--- src/rtl/mem_access.sv ---
// Memory-access pipeline stage: passes non-memory instructions to writeback and runs one
// big-endian bus transaction per load/store. Optional alignment trap: MEM_ALIGN_CHECK_EN.
module mem_access (
  input  logic        clk_i,
  input  logic        rst_i,
  input  logic [63:0] ir_i,
  input  logic [31:0] pc_i,
  input  logic [2:0]  ccr_i,
  input  logic [1:0]  reg_write_i,
  input  logic [31:0] result_i,
  input  logic [31:0] data_i,
  input  logic        stall_i,
  output logic        stall_o,
  output logic [63:0] ir_o,
  output logic [31:0] pc_o,
  output logic [2:0]  ccr_o,
  output logic [1:0]  reg_write_o,
  output logic [31:0] result_o,
  output logic        bus_cyc,
  output logic        bus_stb,
  output logic        bus_we,
  output logic [3:0]  bus_sel,
  output logic [31:0] bus_adr,
  output logic [31:0] bus_dat_o,
  input  logic [31:0] bus_dat_i,
  input  logic        bus_ack,
  input  logic        bus_err,
  output logic        fault_o
);

  localparam logic [3:0] T_LOAD  = 4'h8;
  localparam logic [3:0] T_STORE = 4'h9;

  typedef enum logic {IDLE, BUS} state_e;

  state_e      state_q, state_d;
  logic [63:0] ir_q, ir_d, capIr_q, capIr_d;
  logic [31:0] pc_q, pc_d, capPc_q, capPc_d;
  logic [2:0]  ccr_q, ccr_d, capCcr_q, capCcr_d;
  logic [1:0]  rw_q, rw_d, capRw_q, capRw_d;
  logic [31:0] result_q, result_d, addr_q, addr_d, stData_q, stData_d;
  logic [31:0] doneResult_q, doneResult_d;
  logic [1:0]  size_q, size_d;
  logic        isStore_q, isStore_d, done_q, done_d, doneFault_q, doneFault_d;
  logic        fault_q, fault_d;

  logic        isMem, isStoreIn, misalign, busActive, termNow, presentNow, presentFault;
  logic [3:0]  laneSel;
  logic [31:0] storeData, loadData, termResult, presentResult;
  logic [1:0]  sizeIn;

  assign isStoreIn = (ir_i[31:28] == T_STORE);
  assign isMem     = (ir_i[31:28] == T_LOAD) || isStoreIn;
  assign sizeIn    = ir_i[25:24];

`ifdef MEM_ALIGN_CHECK_EN
  assign misalign = isMem && (((sizeIn == 2'd1) && result_i[0]) ||
                              (((sizeIn == 2'd0) || (sizeIn == 2'd3)) && (result_i[1:0] != 2'b00)));
`else
  assign misalign = 1'b0;
`endif

  // Big-endian lane steering: lowest address byte lives on bits 31:24.
  always_comb begin
    laneSel   = 4'b1111;
    storeData = stData_q;
    loadData  = bus_dat_i;
    case (size_q)
      2'd1: begin
        laneSel   = addr_q[1] ? 4'b0011 : 4'b1100;
        storeData = {2{stData_q[15:0]}};
        loadData  = {16'h0, (addr_q[1] ? bus_dat_i[15:0] : bus_dat_i[31:16])};
      end
      2'd2: begin
        storeData = {4{stData_q[7:0]}};
        case (addr_q[1:0])
          2'd0: begin laneSel = 4'b1000; loadData = {24'h0, bus_dat_i[31:24]}; end
          2'd1: begin laneSel = 4'b0100; loadData = {24'h0, bus_dat_i[23:16]}; end
          2'd2: begin laneSel = 4'b0010; loadData = {24'h0, bus_dat_i[15:8]};  end
          default: begin laneSel = 4'b0001; loadData = {24'h0, bus_dat_i[7:0]}; end
        endcase
      end
      default: ;
    endcase
  end

  assign busActive = (state_q == BUS) && !done_q;
  assign bus_cyc   = busActive;
  assign bus_stb   = busActive;
  assign bus_we    = busActive && isStore_q;
  assign bus_adr   = busActive ? {addr_q[31:2], 2'b00} : 32'h0;
  assign bus_sel   = busActive ? laneSel : 4'b0000;
  assign bus_dat_o = (busActive && isStore_q) ? storeData : 32'h0;
  assign stall_o   = stall_i || (state_q == BUS);

  // A termination seen under stall parks in done_q; the stage stays in BUS until it can hand off.
  assign termNow       = busActive && (bus_ack || bus_err);
  assign termResult    = bus_err ? 32'h0 : (isStore_q ? addr_q : loadData);
  assign presentNow    = (state_q == BUS) && !stall_i && (termNow || done_q);
  assign presentResult = done_q ? doneResult_q : termResult;
  assign presentFault  = done_q ? doneFault_q : bus_err;

  always_comb begin
    state_d      = state_q;
    ir_d         = ir_q;
    pc_d         = pc_q;
    ccr_d        = ccr_q;
    rw_d         = rw_q;
    result_d     = result_q;
    fault_d      = 1'b0;
    capIr_d      = capIr_q;
    capPc_d      = capPc_q;
    capCcr_d     = capCcr_q;
    capRw_d      = capRw_q;
    addr_d       = addr_q;
    stData_d     = stData_q;
    size_d       = size_q;
    isStore_d    = isStore_q;
    done_d       = done_q;
    doneResult_d = doneResult_q;
    doneFault_d  = doneFault_q;
    case (state_q)
      IDLE: begin
        if (!stall_i) begin
          if (misalign) begin
            ir_d     = ir_i;
            pc_d     = pc_i;
            ccr_d    = ccr_i;
            rw_d     = 2'b00;
            result_d = result_i;
            fault_d  = 1'b1;
          end else if (isMem) begin
            capIr_d   = ir_i;
            capPc_d   = pc_i;
            capCcr_d  = ccr_i;
            capRw_d   = reg_write_i;
            addr_d    = result_i;
            stData_d  = data_i;
            size_d    = sizeIn;
            isStore_d = isStoreIn;
            done_d    = 1'b0;
            ir_d      = 64'h0;
            rw_d      = 2'b00;
            state_d   = BUS;
          end else begin
            ir_d     = ir_i;
            pc_d     = pc_i;
            ccr_d    = ccr_i;
            rw_d     = reg_write_i;
            result_d = result_i;
          end
        end
      end
      BUS: begin
        if (presentNow) begin
          ir_d     = capIr_q;
          pc_d     = capPc_q;
          ccr_d    = capCcr_q;
          rw_d     = presentFault ? 2'b00 : capRw_q;
          result_d = presentResult;
          fault_d  = presentFault;
          done_d   = 1'b0;
          state_d  = IDLE;
        end else if (termNow) begin
          done_d       = 1'b1;
          doneResult_d = termResult;
          doneFault_d  = bus_err;
        end
      end
      default: state_d = IDLE;
    endcase
  end

  always_ff @(posedge clk_i or posedge rst_i) begin
    if (rst_i) begin
      state_q      <= IDLE;
      ir_q         <= '0;
      pc_q         <= '0;
      ccr_q        <= '0;
      rw_q         <= '0;
      result_q     <= '0;
      fault_q      <= 1'b0;
      capIr_q      <= '0;
      capPc_q      <= '0;
      capCcr_q     <= '0;
      capRw_q      <= '0;
      addr_q       <= '0;
      stData_q     <= '0;
      size_q       <= '0;
      isStore_q    <= 1'b0;
      done_q       <= 1'b0;
      doneResult_q <= '0;
      doneFault_q  <= 1'b0;
    end else begin
      state_q      <= state_d;
      ir_q         <= ir_d;
      pc_q         <= pc_d;
      ccr_q        <= ccr_d;
      rw_q         <= rw_d;
      result_q     <= result_d;
      fault_q      <= fault_d;
      capIr_q      <= capIr_d;
      capPc_q      <= capPc_d;
      capCcr_q     <= capCcr_d;
      capRw_q      <= capRw_d;
      addr_q       <= addr_d;
      stData_q     <= stData_d;
      size_q       <= size_d;
      isStore_q    <= isStore_d;
      done_q       <= done_d;
      doneResult_q <= doneResult_d;
      doneFault_q  <= doneFault_d;
    end
  end

  assign ir_o        = ir_q;
  assign pc_o        = pc_q;
  assign ccr_o       = ccr_q;
  assign reg_write_o = rw_q;
  assign result_o    = result_q;
  assign fault_o     = fault_q;

endmodule

--- config.mk ---
export PLATFORM = sky130hd
export DESIGN_NAME = mem_access
export DESIGN_NICKNAME = d
export VERILOG_FILES = /design/src/rtl/mem_access.sv
export SDC_FILE = /design/constraint.sdc
export NUM_CORES = 1
export LEC_CHECK = 0
export ABC_CLOCK_PERIOD_IN_PS = 14730
export CAP_MARGIN = 20
export CELL_PAD_IN_SITES_DETAIL_PLACEMENT = 0
export CELL_PAD_IN_SITES_GLOBAL_PLACEMENT = 2
export CORE_ASPECT_RATIO = 1.1
export CORE_UTILIZATION = 25
export DETAILED_ROUTE_END_ITERATION = 8
export GPL_TIMING_DRIVEN = 0
export PLACE_DENSITY = 0.79
export SLEW_MARGIN = 25
export SYNTH_ARGS = -nofsm -noshare
export SYNTH_HDL_FRONTEND = slang
export SYNTH_SLANG_ARGS = --single-unit
--- constraint.sdc ---
create_clock -name clk_i -period 14.73 [get_ports clk_i]
set_clock_uncertainty 0.05 [all_clocks]
set_input_delay 1.473 -clock clk_i [delete_from_list [all_inputs] [get_ports clk_i]]
set_output_delay 1.473 -clock clk_i [all_outputs]
set_load 0.01 [all_outputs]
==> flow_summary.json <==
{
  "ctsResizeCount": 0,
  "power_frac_seq": 0.417,
  "layout-drive-gt1-share": 0.0670,
  "finalHoldViolCount": 0,
  "timing.critical_path.to_type": "output port",
  "wl_met1_mm": 25.3,
  "fmax_mhz": 192,
  "yosys_register_bits": 335,
  "finalWorstSetupSlack_ns": 9.53,
  "ant_nets": 0,
  "cp-start-kind": "flip-flop",
  "synth-seq-area-share": 0.549,
  "clk_latency_ns": 0.56,
  "gp_congestion": 0.875,
  "clock_path_buffers": 3,
  "p_sw_uw": 902,
  "grt_pass1_wl_mm": 92.4,
  "fin_util": 0.362,
  "maxCapViolations": 0,
  "final_cell_area_sq_um": 21700,
  "slew_viol_final": 0,
  "die-area_sq_um": 62100,
  "cell_internal_pwr_mw": 1.97,
  "worst_slew_pin_slew_ns": 0.970,
  "syn_avg_cell_area_sq_um": 9.15,
  "cp_max_fo": 10,
  "die_w_um": 238,
  "post_dp_cell_area_sq_um": 20500,
  "synthFlopType": "dfrtp_1",
  "postCtsHoldBufs": 0,
  "maxUsedRoutingLayer": "met5",
  "gr-total-overflow": 0,
  "grt_start_max_net_pins": 77,
  "clkPwrFrac": 0.337,
  "power_mw": 2.87,
  "hold_ws_ns": 0.422,
  "met2WireLength_mm": 29.5,
  "cp.buffers_inverters": 6,
  "drt-total-wl_mm": 62.3,
  "cp_slowest_cell": "clkdlybuf4s50_1",
  "regArea_sq_um": 8380,
  "cts_buffers": 40,
  "status": "completed",
  "wl_per_cell_um": 21.0,
  "cpPeakStageDelay_ns": 0.56,
  "synth-async-reset-ratio": 1.00,
  "p_comb_frac": 0.245,
  "grt_usage": 0.198,
  "clk_pin_slew_ns": 0.06,
  "cp_data_arrival_time_ns": 3.68,
  "path_common_cell": "buf_2",
  "switching_share": 0.314,
  "p_leak_nw": 9.67,
  "path_cells": "inv_1 > ha_1 > buf_2 > buf_2 > buf_1 > clkbuf_1 > a22oi_1 > nor2_1 > clkdlybuf4s50_1",
  "critPathKind": "reg2out",
  "die_h_um": 261,
  "period_needed_ns": 5.20,
  "post_cts_buffers": 0,
  "numPortBuffers": 404,
  "irDropWorstVdd_v": 0.0000683,
  "start_util": 0.254,
  "clkSinkCount": 335,
  "multi_input_area_sq_um": 6270,
  "ys_types": 42,
  "htreeDepth": 2,
  "maxSlewHeadroom": 0.353,
  "area_growth_pct": 42.3,
  "layout_common_cells": "nand2_1, clkdlybuf4s50_1, dfrtp_1",
  "ys.warnings.count": 0,
  "tns_ns": 0,
  "place.detailed.hpwl_mm": 46.9,
  "finalCritPeriodShare": 0.353,
  "viasPerCell": 4.75,
  "dr_wl_met3_mm": 4.85,
  "synth_edf_count": 0,
  "firstDrtPassIters": 7,
  "critical_path_required_ns": 13.21,
  "stdcell_count": 2969,
  "root_buffer": "clkbuf_16",
  "io_pins": 408,
  "synthCells": 1670,
  "vias": 14097,
  "final_common_cell": "nand2_1",
  "core_area_sq_um": 60100,
  "dp_cells": 2895,
  "antenna_found_initial": 10,
  "grt_setup_unrepaired": "false",
  "fill_cells": 6116,
  "p_per_area_nw_per_um2": 132,
  "drt_drc_violations_left": 0,
  "drt_iter0_drc": 969,
  "cp_top_family": "buffers and inverters",
  "nNetsFinal": 2325,
  "final-setup-viol-count": 0,
  "fp-row-count": 94,
  "place_ws_ns": 10.12,
  "hold_path.class": "reg2reg",
  "grt_pass1_vias": 14650,
  "syn_area_sq_um": 15300,
  "cts_tree": "built"
}
Yosys cell counts (9+ instances only):
library cell  count  area share
a21oi_1          94       0.031
a221oi_1          9      0.0052
a222oi_1         15      0.0098
a22o_1           23       0.013
a22oi_1          80       0.039
and2_1           34       0.014
and3_1            9      0.0037
buf_2            40       0.013
clkbuf_1         81       0.020
dfrtp_1         335        0.55
inv_1            11      0.0027
mux2_2           17       0.013
mux2i_1          54       0.035
nand2_1         569        0.14
nand2b_1         13      0.0053
nand3_1          16      0.0052
nor2_1          100       0.025
nor2b_1          10      0.0041
nor3b_1           9      0.0044
o21ai_0          64       0.021
o41ai_1          16      0.0092
power groups by stage:
stage / registers (mW) / logic (mW) / clock network [mW]
4_1_cts: 1.20 / 0.712 / 1.00
6_report: 1.20 / 0.704 / 0.969
3_3_place_gp: 1.21 / 0.695 / 0
2_1_floorplan: 1.20 / 0.355 / 0
5_1_grt: 1.22 / 0.778 / 1.03
3_5_place_dp: 1.21 / 0.709 / 0
worst reg2reg max path, delay by kind of cell, from the launching register on:
family / cells / cell delay [ns]
compound gates: 2 / 0.61
buf+inv: 4 / 1.12
flops: 1 / 0.40
simple gates: 1 / 0.32
state kept, by name, indices dropped and copies added, names as in the netlist:
name	flops
capCcr_q	3
state_q	1
fault_o	1
ccr_o	3
stData_q	32
capRw_q	2
doneFault_q	1
ir_o	64
reg_write_o	2
result_o	32
addr_q	32
capIr_q	64
capPc_q	32
pc_o	32
done_q	1
isStore_q	1
doneResult_q	32
kinds of logic after synthesis:
kind of cell | after synthesis | share of synthesized area
other cells | 1 | 0.000245
compound gates | 346 | 0.154
mux | 71 | 0.0479
flops | 335 | 0.549
fa+ha+maj | 2 | 0.00164
buf+inv | 146 | 0.0413
simple gates | 769 | 0.206
worst paths after layout:
path	startpoint	endpoint	slack [ns]	cells after the start
max in group asynchronous	rst_i	result_o[9]	12.50	3
min in group asynchronous	rst_i	pc_o[15]	1.34	2
setup / recovery	capIr_q[24]	bus_dat_o[20]	9.53	9
hold / removal	capCcr_q[0]	capCcr_q[0]	0.42	2
hold reg to reg	capCcr_q[0]	capCcr_q[0]	0.42	2
setup reg to reg	state_q	ir_o[25]	12.07	7
final cells by class:
class,instances,share of cell area
sequential,335,0.385
antenna,3,0.000345
buffer,135,0.0272
clock inverter,12,0.00385
clock buffer,59,0.0545
multi-input combinational,1190,0.289
timing repair buffer,408,0.191
tap,816,0.0469
inverter,11,0.00224
metal layers:
metal,vias up,track usage
met3,134,0.0578
li1,6576,-
met4,12,0.0869
met5,-,0
met2,485,0.331
met1,6890,0.237
Note: power is estimated with default switching activity, not from simulation.
